**config.mk**
```make
export PLATFORM = sky130hd
export DESIGN_NAME = inst_fetch_unit
export DESIGN_NICKNAME = d
export VERILOG_FILES = /design/src/rtl/inst_fetch_unit.sv
export SDC_FILE = /design/constraint.sdc
export NUM_CORES = 1
export LEC_CHECK = 0
export CAP_MARGIN = 20
export CORE_UTILIZATION = 50
export DETAILED_ROUTE_END_ITERATION = 10
export GPL_TIMING_DRIVEN = 0
export PLACE_DENSITY = 0.76
export REMOVE_ABC_BUFFERS = 1
export SLEW_MARGIN = 20
export SYNTH_ARGS = -nofsm -noshare
export SYNTH_HDL_FRONTEND = slang
export SYNTH_SLANG_ARGS = --single-unit
```
**constraint.sdc**
```tcl
create_clock -name clk -period 4.4 [get_ports clk]
set_input_delay 0.88 -clock clk [delete_from_list [all_inputs] [get_ports clk]]
set_output_delay 0.88 -clock clk [all_outputs]
set_load 0.005 [all_outputs]
```
**src/rtl/inst_fetch_unit.sv**
```systemverilog
// Instruction fetch stage: issues sequential fetches over a req/gnt + rvalid bus,
// buffers returned {pc, inst} pairs in a small FIFO, and flushes on core redirects.
module inst_fetch_unit #(
  parameter int unsigned          WORD_LEN = 32,
  parameter int unsigned          DEPTH    = 4,
  parameter logic [WORD_LEN-1:0]  RESET_PC = '0
) (
  input  logic                clk,
  input  logic                rst,
  input  logic                redirect_valid,
  input  logic [WORD_LEN-1:0] redirect_pc,
  output logic                inst_valid,
  input  logic                inst_ready,
  output logic [WORD_LEN-1:0] inst_pc,
  output logic [WORD_LEN-1:0] inst_data,
  output logic                mem_req,
  output logic [WORD_LEN-1:0] mem_addr,
  input  logic                mem_gnt,
  input  logic                mem_rvalid,
  input  logic [WORD_LEN-1:0] mem_rdata
);

  localparam int unsigned PTR_W = $clog2(DEPTH);
  localparam int unsigned CNT_W = PTR_W + 1;

  typedef enum logic [1:0] {
    S_REQ,
    S_WAIT,
    S_DRAIN
  } state_t;

  state_t              state, state_nxt;
  logic [WORD_LEN-1:0] fetch_pc;
  logic [WORD_LEN-1:0] req_pc;
  logic [WORD_LEN-1:0] fifo_pc   [DEPTH];
  logic [WORD_LEN-1:0] fifo_data [DEPTH];
  logic [PTR_W-1:0]    wr_ptr, rd_ptr;
  logic [CNT_W-1:0]    count;
  logic                push, pop, grant;

  assign inst_valid = (count != '0);
  assign inst_pc    = fifo_pc[rd_ptr];
  assign inst_data  = fifo_data[rd_ptr];
  assign mem_addr   = fetch_pc;
  assign grant      = mem_req & mem_gnt;
  assign pop        = inst_valid & inst_ready & ~redirect_valid;

  // mem_req is also held low while rst is asserted so the bus sees no request during reset.
  always_comb begin
    state_nxt = state;
    mem_req   = 1'b0;
    push      = 1'b0;
    case (state)
      S_REQ: begin
        mem_req = (count < CNT_W'(DEPTH)) & ~redirect_valid & ~rst;
        if (mem_req & mem_gnt) state_nxt = S_WAIT;
      end
      S_WAIT: begin
        if (mem_rvalid) begin
          push      = ~redirect_valid;
          state_nxt = S_REQ;
        end else if (redirect_valid) begin
          state_nxt = S_DRAIN;
        end
      end
      S_DRAIN: begin
        if (mem_rvalid) state_nxt = S_REQ;
      end
      default: state_nxt = S_REQ;
    endcase
  end

  always_ff @(posedge clk) begin
    if (rst) begin
      state    <= S_REQ;
      fetch_pc <= RESET_PC;
      req_pc   <= '0;
      wr_ptr   <= '0;
      rd_ptr   <= '0;
      count    <= '0;
      for (int unsigned i = 0; i < DEPTH; i++) begin
        fifo_pc[i]   <= '0;
        fifo_data[i] <= '0;
      end
    end else begin
      state <= state_nxt;
      if (redirect_valid) begin
        fetch_pc <= redirect_pc & ~WORD_LEN'(3);
        wr_ptr   <= '0;
        rd_ptr   <= '0;
        count    <= '0;
      end else begin
        if (grant) begin
          req_pc   <= fetch_pc;
          fetch_pc <= fetch_pc + WORD_LEN'(4);
        end
        if (push) begin
          fifo_pc[wr_ptr]   <= req_pc;
          fifo_data[wr_ptr] <= mem_rdata;
          wr_ptr            <= wr_ptr + PTR_W'(1);
        end
        if (pop) rd_ptr <= rd_ptr + PTR_W'(1);
        if (push && !pop)      count <= count + CNT_W'(1);
        else if (!push && pop) count <= count - CNT_W'(1);
      end
    end
  end

endmodule

```
==> flow_summary.toml <==
[place]
final_weighted_congestion_in_routability_driven_placement = 0.8034
portBuffers = 161
detailed_place_hpwl_um = 18920

[die]
rows = 60
die_height_um = 169.2
dieWidth_um = 169.2
design.die.area_um2 = 28620
io-pin-count = 168
floorplan.core_area_um2 = 27180
initial_utilization_pct = 51.41

[clock_network]
cts_sinks = 319
worst_setup_hold_path_clk_slew_ns = 0.06
clk_path_buf_depth = 3
ctsHoldBuffers = 0
clock_insertion_delay_worst_skew_ns = 0.51
cts_tree = "done"
clock_tree.root_cell = "sky130_fd_sc_hd__clkbuf_16"
post_cts_resized = 0
htree_levels = 2
post_cts.repair.setup_buffers = 0
cts-buffers-inserted = 35

[power]
power.density_cell_area_nw_per_um2 = 388.6
irDropWorstVdd_v = 0.0002481
power.sequential.fraction_pct = 50.4
design_power_total_mw = 6.735
power.internal_mw = 5.361
static-leakage-power_nw = 6.259
power_switching_mw = 1.373
p_clk_share_pct = 44.1
share_comb_of_total_power_pct = 5.5
sw_share_pct = 20.39

[worst_setup_path]
critical_path.max_fanout = 64
rr_worst_depth = 6
crit_cells = 7
cp_slowest_cell = "sky130_fd_sc_hd__nor4bb_2"
cp-start-kind = "input port"
critPathMaxStageDelay_ns = 0.81
rrSetupSlack_ns = 0.87
timing.setup.critical_path_class = "in2reg"
worstReg2RegEnd = "fifo_pc[1][28]"
path_cells = "clkdlybuf4s50_1 -> nor4bb_2 -> and2b_4 -> buf_12 -> nor3b_4 -> buf_6 -> and2_1"
critical_path_at_ns = 4.41
worst-path-buf-inv = 3
setup.worst_path.start = "mem_rvalid"
rr_startpoint = "state[1]"
path_delay_family = "simple AND/OR/NAND/NOR gates"
crit_path_capture = "fifo_pc[1][28]"
timing.critical_path.required_ns = 4.77
end_kind = "flop"

[cells_and_area]
post_layout_utilization_of_the_core_pct = 63.78
area_growth_syn_to_layout_pct = 24.04
nNetsFinal = 1236
post_route_cells_drive_above_1_share_pct = 13.46
antenna_cells_inserted = 0
fillerInstances = 2049

[timing]
hold-worst-slack_ns = 0.4894
setup_violations = 0
worst_slew_margin_rel_pct = 38.61
final_max_slew_viol_count = 0
final.setup.tns_ns = 0
period_needed_ns = 4.039
rsz_0062_raised_after_global_routing = "false"
max_slew.worst_pin.slew_ns = 0.9078
fin_crit_sh_pct = 91.79
final-hold-violation-count = 0
clock_skew_ns = 0.01452
fmax_ghz = 0.2476

[yosys]
synth.distinct_cells = 60
netlist_area_pre_place_um2 = 13970
number_of_enable_type_register_cells_in_the_synthesized_netlist = 248
synth_top_area_share_pct = 53.30
synth-seq-area-share_pct = 63.47
syn-instance-count = 1025
ys_async_sr_fraction_pct = 0
ys.warnings.count = 0
synthFlopType = "sky130_fd_sc_hd__edfxtp_1"
synth_area_leaders = "sky130_fd_sc_hd__edfxtp_1, sky130_fd_sc_hd__dfxtp_1, sky130_fd_sc_hd__mux4_2, sky130_fd_sc_hd__and2_1, sky130_fd_sc_hd__and3_1"
postSynthAreaPerCell_um2 = 13.63
synth-seq-cells = 319
netlist.top_cell.by_area = "sky130_fd_sc_hd__edfxtp_1"

[global_route]
grt_start_max_net_pins = 71
grt_pass1_vias = 8865
total_global_routing_overflow = 0
grt_first_pass_wirelength_um = 49510
grtUsageTotal_pct = 22.48
antenna_found_initial = 0

[drt]
detail_route.first_pass.iterations = 5
first_iter_violations = 881
drt.antenna.violating_nets = 0
num_vias = 8681
viasPerCell = 5.561
post-route-drc-count = 0
route.final.wire_length_um = 31260
routedWlPerCell_um = 20.02

[hold_path]
hold_class = "reg2reg"

[run_status]
status = "complete, no violations"

[job]
timing.max_cap.violations = 0
power by group through the flow:
stage	Sequential, mW	Combinational [mW]	Clock, mW
floorplan	3.45	0.130	0
global placement	3.46	0.346	0
detailed placement	3.46	0.373	0
CTS	3.39	0.376	3.02
global route	3.41	0.399	3.13
finish	3.39	0.371	2.97
metal layers:
metal  global-route usage [%]  wire (µm)
met4                    4.661        419
met1                    30.46      13370
met2                    37.93      15300
met3                    4.291       2163
met5                        0          0
cell type report:
type | count | area, µm² | area share, %
Multi-Input combinational cell | 618 | 4782 | 27.59
Clock buffer | 45 | 996.0 | 5.746
Inverter | 11 | 41.29 | 0.2382
Sequential cell | 319 | 8876 | 51.21
Clock inverter | 18 | 181.4 | 1.047
Tap cell | 372 | 465.4 | 2.686
Timing Repair Buffer | 178 | 1989 | 11.48
flip-flops by register name, indices dropped and copies added, names as in the netlist, named ones only:
signal	flops
state	2
count	3
fifo_pc	120
rd_ptr	2
fifo_data	128
req_pc	30
wr_ptr	2
mem_addr	30
layout by cell type, fill, tap and decap left out, drive strengths merged, types with 5 or more instances in the layout:
cell and count:
edfxtp 248, and2 190, clkdlybuf4s50 159, nand2 86, dfxtp 71, and3 69
mux4 62, a21oi 49, clkbuf 45, nor2 27, buf 19, nand3 15
clkinv 15, xnor2 12, inv 10, nor3 10, a31oi 7, nand4 7
xor2 6, nor4 6, or3 5, and4 5, a211oi 5
worst register-to-register path: cells and delay by family, from the launching register on:
family	cells	cell delay (ns)
buf+inv	2	0.65
flops	1	0.35
simple gates	4	2.40
stage by stage:
stage	setup WS, ns	instance area [µm²]	std cells
final	0.3612	17330	1561
after global routing	0.1139	17330	1561
after CTS	0.3349	17330	1561
after detailed placement	-0.1867	16150	1498
after global placement	-4.950	15710	1481
after floorplan	-0.7932	13630	948
kinds of logic after synthesis:
logic type                 after synthesis  share of synthesized area [%]
DFF                                    319                          63.47
adders and majority gates                3                         0.3224
xor gates and xnor gates                18                          1.128
buffers and inverters                   91                          2.821
and+or+nand+nor                        433                          17.80
muxes                                   66                          10.31
AOI/OAI and AO/OA                       94                          4.119
other                                    1                        0.02684
Yosys cell counts, types with 5 or more instances:
master,count
sky130_fd_sc_hd__edfxtp_1,248
sky130_fd_sc_hd__and2_1,190
sky130_fd_sc_hd__nand2_1,86
sky130_fd_sc_hd__dfxtp_1,71
sky130_fd_sc_hd__and3_1,69
sky130_fd_sc_hd__mux4_2,62
sky130_fd_sc_hd__a21oi_1,49
sky130_fd_sc_hd__clkbuf_1,44
sky130_fd_sc_hd__nor2_1,26
sky130_fd_sc_hd__nand3_1,15
sky130_fd_sc_hd__buf_2,14
sky130_fd_sc_hd__clkbuf_2,13
sky130_fd_sc_hd__xnor2_1,12
sky130_fd_sc_hd__inv_1,10
sky130_fd_sc_hd__a31oi_1,7
sky130_fd_sc_hd__nor3_1,7
sky130_fd_sc_hd__nand4_1,6
sky130_fd_sc_hd__xor2_1,6
sky130_fd_sc_hd__a211oi_1,5
sky130_fd_sc_hd__and4_1,5
sky130_fd_sc_hd__buf_4,5
sky130_fd_sc_hd__or3_1,5
worst min path at each step:
stage          startpoint  cells past startpoint          to
6_report        req_pc[2]                      2   req_pc[2]
5_1_grt        req_pc[31]                      2  req_pc[31]
4_1_cts        req_pc[30]                      2  req_pc[30]
3_5_place_dp    req_pc[2]                      2   req_pc[2]
3_3_place_gp   req_pc[27]                      2  req_pc[27]
2_1_floorplan  req_pc[10]                      2  req_pc[10]
Power figures use the tool's default switching activity.
==> RTL change: new RTL, same flow settings <==
The parameter `DEPTH` goes from 4 to 8.
--- a/src/rtl/inst_fetch_unit.sv
+++ b/src/rtl/inst_fetch_unit.sv
@@ -3,5 +3,5 @@
 module inst_fetch_unit #(
   parameter int unsigned          WORD_LEN = 32,
-  parameter int unsigned          DEPTH    = 4,
+  parameter int unsigned          DEPTH    = 8,
   parameter logic [WORD_LEN-1:0]  RESET_PC = '0
 ) (
Behaviour: same outputs for any inputs over 4 cycles, from zero or initial values and one cycle with rst high; that may be too few to reach the edited logic, so the function may still have changed.
==> RTL change against the original RTL <==
Power increased by 72%; setup slack got worse by 150 ps; register-to-register slack improved by 510 ps; sequential share of layout area increased by 2.2 points; cell count increased by 66%; sequential cell count increased by 252; wire length increased by 98%; synthesized area increased by 81%; cell area increased by 77%; critical endpoint is now mem_req; largest cell class unchanged.
==> RTL change: results (changes against the original RTL) <==
* First-pass GRT wire length at 94100 um (+90%)
* Layout cells sized above 1 at 18.8% (+5.4 points)
* Clk Latency, worst-skew pair at 610 ps (+100 ps)
* Routed WL per cell at 23.8 um (+19%)
* Netlist cell types at 50 (-17%)
* Clock Skews at 24.0 ps (+9.52 ps)
* Cells after DPL at 2488 (+66%)
* Crit path DAT at 3310 ps (-1100 ps)
* Regs by FF count: fifo_data x256, fifo_pc x240
* Place WS at -669 ps (-483 ps)
* TritonCTS Buffers at 57 (+63%)
* Final WL at 61900 um (+98%)
* Seq/Total Area, Yosys at 64.7% (+1.3 points)
* CP delay by family, top: buffers and inverters
* Gate Count Post-Synth at 1704 (+66%)
* Status: finished, final reports clean
* Drt first pass iters at 7 (+2)
* Total track usage at 24.7% (+2.2 points)
* Leakage at 10.8 nW (+72%)
* Largest net degree at the start of global routing at 65 (-8.5%)
* Vias in the first global route at 15842 (+79%)
* DP Wirelength at 38500 um (+100%)
* Placer Congestion at 0.829 (+3.2%)
* EDFF count, synth at 496 (+100%)
* Worst slew pin tran at 867 ps (-41.0 ps)
* CP max FO at 21 (-67%)
* Nets at 1955 (+58%)
RTL change: final timing paths:
kind	end	slack [ps]	start	cells after the start
worst min register to register	rd_ptr[2]$_SDFFE_PP0P_	530	rd_ptr[2]$_SDFFE_PP0P_	2
worst min-delay path	rd_ptr[2]$_SDFFE_PP0P_	530	rd_ptr[2]$_SDFFE_PP0P_	2
worst max-delay path	mem_req	210	redirect_valid	4
worst max register to register	fifo_data[7][21]$_SDFFCE_PN0P_	1380	state[0]$_SDFFE_PP0P_	7
RTL change: cell families after synthesis:
group	after synthesis	share of synthesized area (%)
flops	571	64.7
other cells	1	0.0148
mux	191	14.0
simple gates	703	16.2
xor+xnor	28	0.968
fa+ha+maj	7	0.375
compound gates	85	1.94
buf+inv	118	1.83
RTL change: what timing repair did:
| item | in CTS | in global routing |
|---|---|---|
| gates resized for setup | 2 | 0 |
| pin swaps | 0 | 2 |
| setup buffers | 0 | 3 |
| gates cloned | 0 | 0 |
| setup endpoints to repair | 74 | 74 |
| hold buffers | 0 | 0 |
RTL change: final cells by class:
cell class | instances | area (um^2)
antenna | 1 | 2.50
clock buffer | 79 | 1610
clock inverter | 28 | 264
fill | 3670 | 19400
inverter | 7 | 27.5
multi-input combinational | 1018 | 8640
sequential | 571 | 16400
tap | 672 | 841
timing repair buffer | 223 | 2920
RTL change: layer usage:
metal,part of all wire (%),global-route usage [%]
met3,7.5,3.76
met1,40,33.0
met5,0,0
met2,50,42.2
met4,2.2,6.75
RTL change: power groups by stage:
stage                     registers (mW)  clock network (mW)  logic [mW]
after floorplan                     6.25                   0       0.238
after global placement              6.30                   0       0.523
after detailed placement            6.25                   0       0.612
after CTS                           6.13                4.90       0.617
after global routing                6.15                5.09       0.652
final                               6.14                4.85       0.612
